$ cat src/rtl/tnoc_port_terminator_pkg.sv
// rtl/tnoc_port_terminator_pkg.sv - shared tnoc fabric typedefs, port terminator state enum and defaults
package tnoc_port_terminator_pkg;

  // Fabric configuration; only the virtual channel count is needed by the terminator.
  typedef struct packed {
    int unsigned vcs;
  } tnoc_config;

  localparam tnoc_config TNOC_DEFAULT_CONFIG = '{vcs: 32'd2};

  // Router port flavour, forwarded to the flit interfaces.
  typedef enum logic [1:0] {
    TNOC_LOCAL_PORT    = 2'd0,
    TNOC_INTERNAL_PORT = 2'd1
  } tnoc_port_type;

  localparam int TNOC_DATA_WIDTH = 32;

  // One flit as seen on a single VC lane.
  typedef struct packed {
    logic                       head;
    logic                       tail;
    logic [TNOC_DATA_WIDTH-1:0] data;
  } tnoc_flit;

  // Per-VC framing state of the terminator.
  typedef enum logic {
    IDLE      = 1'b0,
    IN_PACKET = 1'b1
  } tnoc_vc_state;

  localparam int TNOC_TERMINATOR_COUNT_WIDTH = 16;

  // Saturating increment: all-ones is sticky so a counter never wraps.
  function automatic logic [63:0] tnoc_sat_inc(input logic [63:0] value, input logic [63:0] max);
    return (value == max) ? value : value + 64'd1;
  endfunction

endpackage

$ cat src/rtl/tnoc_port_terminator_if.sv
// rtl/tnoc_port_terminator_if.sv - per-VC flit handshake interface with initiator/target modports
interface tnoc_port_terminator_if
  import tnoc_port_terminator_pkg::*;
#(
  parameter tnoc_config    CONFIG    = TNOC_DEFAULT_CONFIG,
  parameter tnoc_port_type PORT_TYPE = TNOC_LOCAL_PORT
);

  localparam int VCS = int'(CONFIG.vcs);

  // Port flavour carried along so a connected block can specialise on it.
  localparam tnoc_port_type TYPE = PORT_TYPE;

  logic     [VCS-1:0] valid;
  logic     [VCS-1:0] ready;
  logic     [VCS-1:0] vc_available;
  tnoc_flit [VCS-1:0] flit;

  modport initiator (
    output valid,
    output flit,
    input  ready,
    input  vc_available
  );

  modport target (
    input  valid,
    input  flit,
    output ready,
    output vc_available
  );

  modport master (
    output valid,
    output flit,
    input  ready,
    input  vc_available
  );

  modport slave (
    input  valid,
    input  flit,
    output ready,
    output vc_available
  );

endinterface

$ cat src/rtl/tnoc_port_terminator_vc_monitor.sv
// rtl/tnoc_port_terminator_vc_monitor.sv - one VC's framing FSM, saturating drop counter and sticky error flag
module tnoc_port_terminator_vc_monitor
  import tnoc_port_terminator_pkg::*;
#(
  parameter int COUNT_WIDTH = TNOC_TERMINATOR_COUNT_WIDTH
) (
  input  logic                   i_clk,
  input  logic                   i_rst_n,
  input  logic                   i_clear,
  input  logic                   i_xfer,
  input  logic                   i_head,
  input  logic                   i_tail,
  output logic [COUNT_WIDTH-1:0] o_count,
  output logic                   o_error,
  output logic                   o_busy
);

  localparam logic [COUNT_WIDTH-1:0] COUNT_MAX = '1;

  tnoc_vc_state           state_q;
  tnoc_vc_state           state_d;
  logic [COUNT_WIDTH-1:0] count_q;
  logic [COUNT_WIDTH-1:0] count_d;
  logic                   error_q;
  logic                   error_d;
  logic                   count_event;
  logic                   error_event;
  logic [63:0]            count_inc;

  // Framing decisions for the flit transferred this cycle: next state, whether a packet completes, whether framing is broken.
  always_comb begin
    state_d     = state_q;
    count_event = 1'b0;
    error_event = 1'b0;
    if (i_xfer) begin
      unique case (state_q)
        IDLE: begin
          if (!i_head) begin
            error_event = 1'b1;
          end else if (i_tail) begin
            count_event = 1'b1;
          end else begin
            state_d = IN_PACKET;
          end
        end
        IN_PACKET: begin
          // A head here aborts the open packet (never counted) and starts a new one.
          if (i_head) begin
            error_event = 1'b1;
          end
          if (i_tail) begin
            state_d     = IDLE;
            count_event = 1'b1;
          end
        end
        default: state_d = IDLE;
      endcase
    end
  end

  // Counter and flag next values; clear overrides any event landing in the same cycle.
  always_comb begin
    count_inc = tnoc_sat_inc(64'(count_q), 64'(COUNT_MAX));
    count_d   = count_q;
    error_d   = error_q;
    if (i_clear) begin
      count_d = '0;
      error_d = 1'b0;
    end else begin
      if (count_event) begin
        count_d = count_inc[COUNT_WIDTH-1:0];
      end
      if (error_event) begin
        error_d = 1'b1;
      end
    end
  end

  // State, counter and flag registers; reset drops any open packet silently.
  always_ff @(posedge i_clk) begin
    if (!i_rst_n) begin
      state_q <= IDLE;
      count_q <= '0;
      error_q <= 1'b0;
    end else begin
      state_q <= state_d;
      count_q <= count_d;
      error_q <= error_d;
    end
  end

  assign o_count = count_q;
  assign o_error = error_q;
  assign o_busy  = (state_q == IN_PACKET);

endmodule

$ cat src/rtl/tnoc_port_terminator.sv
// rtl/tnoc_port_terminator.sv - sink for unused router ports; optional ready throttle via TNOC_PORT_TERMINATOR_THROTTLE_EN
module tnoc_port_terminator
  import tnoc_port_terminator_pkg::*;
#(
  parameter tnoc_config    CONFIG          = TNOC_DEFAULT_CONFIG,
  parameter tnoc_port_type PORT_TYPE       = TNOC_LOCAL_PORT,
  parameter int            COUNT_WIDTH     = TNOC_TERMINATOR_COUNT_WIDTH,
  parameter int            THROTTLE_PERIOD = 4
) (
  input  logic                                  i_clk,
  input  logic                                  i_rst_n,
  tnoc_port_terminator_if.target                flit_in_if,
  tnoc_port_terminator_if.initiator             flit_out_if,
  input  logic                                  i_clear,
  output logic [CONFIG.vcs*COUNT_WIDTH-1:0]     o_packet_count,
  output logic [CONFIG.vcs-1:0]                 o_protocol_error,
  output logic                                  o_busy
);

  localparam int VCS = int'(CONFIG.vcs);

  // Port flavour is fixed by the interfaces bound here; kept for hierarchy readability.
  localparam tnoc_port_type TYPE = PORT_TYPE;

  logic [VCS-1:0] ready_w;
  logic [VCS-1:0] busy_w;

`ifdef TNOC_PORT_TERMINATOR_THROTTLE_EN
  localparam int                 THR_W    = (THROTTLE_PERIOD > 1) ? $clog2(THROTTLE_PERIOD) : 1;
  localparam logic [THR_W-1:0]   THR_LAST = THR_W'(THROTTLE_PERIOD - 1);

  logic [THR_W-1:0] throttle_q;
  logic [THR_W-1:0] throttle_d;
  logic             ready_q;
  logic             ready_d;

  // Free-running phase counter; ready is precomputed for the next phase so it leaves a flop directly.
  always_comb begin
    throttle_d = (throttle_q == THR_LAST) ? '0 : throttle_q + 1'b1;
    ready_d    = (throttle_d == '0);
  end

  // Throttle phase and registered ready; phase 0 right after reset accepts a flit.
  always_ff @(posedge i_clk) begin
    if (!i_rst_n) begin
      throttle_q <= '0;
      ready_q    <= 1'b1;
    end else begin
      throttle_q <= throttle_d;
      ready_q    <= ready_d;
    end
  end

  assign ready_w = {VCS{ready_q}};
`else
  assign ready_w = '1;
`endif

  // Target side always advertises credit; initiator side never sends.
  assign flit_in_if.ready         = ready_w;
  assign flit_in_if.vc_available  = '1;
  assign flit_out_if.valid        = '0;
  assign flit_out_if.flit         = '0;

  for (genvar v = 0; v < VCS; v++) begin : g_vc
    tnoc_port_terminator_vc_monitor #(
      .COUNT_WIDTH (COUNT_WIDTH)
    ) u_monitor (
      .i_clk   (i_clk),
      .i_rst_n (i_rst_n),
      .i_clear (i_clear),
      .i_xfer  (flit_in_if.valid[v] & ready_w[v]),
      .i_head  (flit_in_if.flit[v].head),
      .i_tail  (flit_in_if.flit[v].tail),
      .o_count (o_packet_count[v*COUNT_WIDTH +: COUNT_WIDTH]),
      .o_error (o_protocol_error[v]),
      .o_busy  (busy_w[v])
    );
  end

  assign o_busy = |busy_w;

endmodule

$ cat src/flat_wrapper.sv
// flat-port wrapper written by rule: the top's interface ports become plain ports
module tnoc_port_terminator_flat import tnoc_port_terminator_pkg::*;
#(
  parameter tnoc_config    CONFIG          = TNOC_DEFAULT_CONFIG,
  parameter tnoc_port_type PORT_TYPE       = TNOC_LOCAL_PORT,
  parameter int            COUNT_WIDTH     = TNOC_TERMINATOR_COUNT_WIDTH,
  parameter int            THROTTLE_PERIOD = 4
)
  (i_clk, i_rst_n, i_clear, o_packet_count, o_protocol_error, o_busy, flit_in_if_valid, flit_in_if_flit, flit_in_if_ready, flit_in_if_vc_available, flit_out_if_valid, flit_out_if_flit, flit_out_if_ready, flit_out_if_vc_available);
  tnoc_port_terminator_if #(.CONFIG(CONFIG), .PORT_TYPE(PORT_TYPE)) flit_in_if_i ();
  tnoc_port_terminator_if #(.CONFIG(CONFIG), .PORT_TYPE(PORT_TYPE)) flit_out_if_i ();
  input  logic i_clk;
  input  logic i_rst_n;
  input  logic i_clear;
  output logic [CONFIG.vcs*COUNT_WIDTH-1:0] o_packet_count;
  output logic [CONFIG.vcs-1:0] o_protocol_error;
  output logic o_busy;
  input wire logic [$bits(flit_in_if_i.valid)-1:0] flit_in_if_valid;
  input wire logic [$bits(flit_in_if_i.flit)-1:0] flit_in_if_flit;
  output wire logic [$bits(flit_in_if_i.ready)-1:0] flit_in_if_ready;
  output wire logic [$bits(flit_in_if_i.vc_available)-1:0] flit_in_if_vc_available;
  output wire logic [$bits(flit_out_if_i.valid)-1:0] flit_out_if_valid;
  output wire logic [$bits(flit_out_if_i.flit)-1:0] flit_out_if_flit;
  input wire logic [$bits(flit_out_if_i.ready)-1:0] flit_out_if_ready;
  input wire logic [$bits(flit_out_if_i.vc_available)-1:0] flit_out_if_vc_available;
  assign flit_in_if_i.valid = flit_in_if_valid;
  assign flit_in_if_i.flit = flit_in_if_flit;
  assign flit_in_if_ready = flit_in_if_i.ready;
  assign flit_in_if_vc_available = flit_in_if_i.vc_available;
  assign flit_out_if_valid = flit_out_if_i.valid;
  assign flit_out_if_flit = flit_out_if_i.flit;
  assign flit_out_if_i.ready = flit_out_if_ready;
  assign flit_out_if_i.vc_available = flit_out_if_vc_available;
  tnoc_port_terminator #(.CONFIG(CONFIG), .PORT_TYPE(PORT_TYPE), .COUNT_WIDTH(COUNT_WIDTH), .THROTTLE_PERIOD(THROTTLE_PERIOD)) u_core (.i_clk(i_clk), .i_rst_n(i_rst_n), .flit_in_if(flit_in_if_i), .flit_out_if(flit_out_if_i), .i_clear(i_clear), .o_packet_count(o_packet_count), .o_protocol_error(o_protocol_error), .o_busy(o_busy));
endmodule
$ cat config.mk
export PLATFORM = sky130hd
export DESIGN_NAME = tnoc_port_terminator_flat
export DESIGN_NICKNAME = d
export VERILOG_FILES = /design/src/rtl/tnoc_port_terminator_pkg.sv /design/src/rtl/tnoc_port_terminator_if.sv /design/src/rtl/tnoc_port_terminator_vc_monitor.sv /design/src/rtl/tnoc_port_terminator.sv /design/src/flat_wrapper.sv
export SDC_FILE = /design/constraint.sdc
export NUM_CORES = 1
export LEC_CHECK = 0
export ABC_AREA = 1
export CORE_MARGIN = 2
export CORE_UTILIZATION = 36
export DETAILED_ROUTE_END_ITERATION = 8
export PLACE_DENSITY = 0.93
export SYNTH_ARGS = -nofsm -noshare
export SYNTH_HDL_FRONTEND = slang
export SYNTH_SLANG_ARGS = --single-unit
$ cat constraint.sdc
create_clock -name i_clk -period 1.9 [get_ports i_clk]
set_input_delay 0.38 -clock i_clk [delete_from_list [all_inputs] [get_ports i_clk]]
set_output_delay 0.38 -clock i_clk [all_outputs]
set_load 0.02 [all_outputs]
==> run_results.csv <==
group,metric,value,unit
clock_tree,clk_pin_slew,0.07,ns
worst_setup_path,critical_path_class,"register to output port",
cells_and_area,layout-drive-gt1-share,8.78,%
synth,synth_simple_gate_area_share,39.2,%
clock_tree,number_of_levels_the_h_tree_was_split_into,2,
route,top_layer_reached_by_signal_wires,"met4",
synth,synth_compound_gate_area_share,5.35,%
placement,placement.cell_area,2960,sq um
synth,post_synth_xor_area_fraction,0,%
sta,rsz0062_at_grt,"no",
clock_tree,cts_max_path_buffers,2,
route,first_pass_iters,4,
synth,post_synthesis_sequential_element_count,36,
clock_tree,cts.root.buffer_cell,"sky130_fd_sc_hd__clkbuf_8",
sta,setup_skew_after_layout,0.00493,ns
pwr,powerDensity,526,nW/um^2
cells_and_area,layout.cells.most_common,"sky130_fd_sc_hd__nor2_1",
cells_and_area,antenna_cells,0,
clock_tree,clock_tree_from_tritoncts,"yes",
floorplanning,width_of_the_die,90.4,um
placement,port_buffers,43,
cells_and_area,num-nets-final,546,
cells_and_area,filler_cell_count,749,
synth,post_synth.cell_area_avg,6.40,sq um
worst_setup_path,arrival_worst_endpoint,1.45,ns
clock_tree,post_cts_resize_count,0,
sta,finalHoldViolCount,0,
placement,routabilityCongestion,0.943,
pwr,irDropWorstVdd,357,uV
sta,timing.final.max_slew_violations,0,
global_route,total_congestion_overflow,0,
route,remaining_antenna_violation_count,0,
floorplanning,core-area,7250,sq um
clock_tree,cts_post_setup_buffers_inserted,0,
hold_path,min_path_type,"register to register",
synth,netlist_instances,420,
sta,post-route-period-util,96.3,%
synth,synth_area,2690,sq um
worst_setup_path,cp-start-kind,"register",
global_route,grt_antenna_before_repair,0,
synth,synthAdderAreaFrac,0.930,%
placement,dp_hpwl,4.29,mm
pwr,leakage,0.00125,uW
route,routed_wl,5.55,mm
synth,synth-warning-count,0,
cells_and_area,postLayoutCoreUtil,42.1,%
route,routed-via-count,2468,
global_route,grt_first_pass_wirelength,9.05,mm
synth,netlist-cell-type-count,27,
synth,synth.yosys.seq_area_share,26.8,%
route,drc,0,
floorplanning,floorplan.initialDensity,37.1,%
sta,setup_viol_count_final,0,
route,routed-wl-met2,2.76,mm
route,drt-vias-per-instance,4.36,
route,routed_wire_length_per_instance,9.81,um
clock_tree,numCtsBuffers,5,
outcome,result_of_the_run,"finished clean",
synth,synthMuxAreaShare,0,%
worst_setup_path,critical_path_peak_fanout,4,
clock_tree,postCtsHoldBufs,0,
global_route,maximum_number_of_pins_on_one_net_before_global_route_repair,17,
global_route,global_route.usage.total,13.2,%
worst_setup_path,cp-end-kind,"output port",
cells_and_area,final_area,3050,sq um
floorplanning,std_cell_rows,31,
clock_tree,cts_sinks,36,
route,wl_met1,2.33,mm
clock_tree,clk-insertion-delay-late,0.29,ns
route,wl_met3,421,um
cells_and_area,fin_cells,566,
synth,synth_top_family_by_area,"simple AND/OR/NAND/NOR gates",
sta,finalWorstPathRequiredPeriod,1.83,ns
floorplanning,floorplan.die_area,8180,sq um
cells_and_area,area_growth_syn_to_layout,13.4,%
floorplanning,die-height,90.4,um
global_route,first_global_vias,2123,
cells_and_area,layout_common_cells,"sky130_fd_sc_hd__nor2_1 (86), sky130_fd_sc_hd__nand2_1 (83), sky130_fd_sc_hd__conb_1 (74)",
sta,max_clock_freq,546,MHz
route,detail_route.iter0.violations,88,
worst_setup_path,worstPathRequired,1.52,ns
floorplanning,io-pin-count,186,
placement,placed_cells_incl_taps,559,
flow_run,max_cap_violations,0,
pwr,power,1610,uW
-- metal layers --
layer | vias up | track usage [%]
li1 | 1252 | -
met1 | 1100 | 15.7
met2 | 108 | 22.9
met3 | 8 | 3.26
met4 | 0 | 4.87
met5 | - | 0
-- worst paths after layout --
check | from | endpoint | slack (ns) | cells after the start
hold reg to reg | u_core.g_vc[0].u_monitor.o_error$_SDFFE_PP0P_ | u_core.g_vc[0].u_monitor.o_error$_SDFFE_PP0P_ | 0.46 | 2
setup reg to reg | u_core.g_vc[0].u_monitor.o_count[0]$_SDFFE_PP0P_ | u_core.g_vc[0].u_monitor.o_count[13]$_SDFFE_PP0P_ | 0.21 | 6
setup / recovery | u_core.g_vc[1].u_monitor.o_busy$_SDFFE_PN0P_ | o_busy | 0.07 | 2
hold / removal | u_core.g_vc[0].u_monitor.o_error$_SDFFE_PP0P_ | u_core.g_vc[0].u_monitor.o_error$_SDFFE_PP0P_ | 0.46 | 2
-- power by group --
group	internal, uW	switching (uW)	total, uW
Combinational	51.5	190	241
Clock	323	274	597
Sequential	761	6.35	767
Total	1140	470	1610
-- cells by family (layout without fill, tap and decap cells) --
family,Yosys count,in the layout
AOI/OAI and AO/OA,28,28
adders and majority gates,2,2
buffers and inverters,116,91
DFF,36,36
other,2,74
and+or+nand+nor,236,236
-- final cells by class --
class	instances	area [sq um]	share of cell area (%)
sequential	36	721	23.6
tap	99	124	4.06
inverter	35	131	4.31
multi-input combinational	340	1500	49.3
clock buffer	7	96.3	3.16
timing repair buffer	49	475	15.6
-- cells in the mapped netlist --
cell                       instances  area (sq um)
sky130_fd_sc_hd__nor2_1           87           327
sky130_fd_sc_hd__nand2_1          83           312
sky130_fd_sc_hd__buf_4            76           571
sky130_fd_sc_hd__dfxtp_1          36           721
sky130_fd_sc_hd__inv_1            30           113
sky130_fd_sc_hd__nand3_1          29           145
sky130_fd_sc_hd__a21oi_1          23           115
sky130_fd_sc_hd__nand4_1           9          56.3
sky130_fd_sc_hd__nand2_2           6          37.5
sky130_fd_sc_hd__inv_2             5          18.8
sky130_fd_sc_hd__nor2_2            5          31.3
sky130_fd_sc_hd__nor3_1            5          25.0
sky130_fd_sc_hd__nor2_4            4          45.0
sky130_fd_sc_hd__buf_2             2          10.0
sky130_fd_sc_hd__buf_6             2          22.5
sky130_fd_sc_hd__conb_1            2          7.51
sky130_fd_sc_hd__ha_1              2          25.0
sky130_fd_sc_hd__nand3_2           2          20.0
sky130_fd_sc_hd__o21ai_0           2          10.0
sky130_fd_sc_hd__o21ai_1           2          10.0
sky130_fd_sc_hd__or2_2             2          12.5
sky130_fd_sc_hd__a21oi_2           1          8.76
sky130_fd_sc_hd__and2_1            1          6.26
sky130_fd_sc_hd__clkbuf_1          1          3.75
sky130_fd_sc_hd__nand3_4           1          17.5
sky130_fd_sc_hd__nand3b_1          1          7.51
sky130_fd_sc_hd__nand4_2           1          12.5
-- stage by stage --
stage / hold WS [ns] / TNS (ns) / worst slack [ns]
floorplan: 0.430 / 0 / 0.343
global placement: 0.442 / 0 / 0.00593
detailed placement: 0.452 / -0.0275 / -0.0275
CTS: 0.462 / 0 / 0.0605
global route: 0.492 / 0 / 0.0198
finish: 0.456 / 0 / 0.0697
-- flip-flops by register name (all words and copies together) (netlist names) --
signal	count
u_core.g_vc.u_monitor.o_busy	2
u_core.g_vc.u_monitor.o_count	32
u_core.g_vc.u_monitor.o_error	2
-- worst max-delay path, cell delays in order, from the launching register on --
cell and delay, ns:
sky130_fd_sc_hd__dfxtp_1 0.33, sky130_fd_sc_hd__or2_2 0.30, sky130_fd_sc_hd__clkdlybuf4s50_1 0.54
Power figures use the tool's default switching activity.
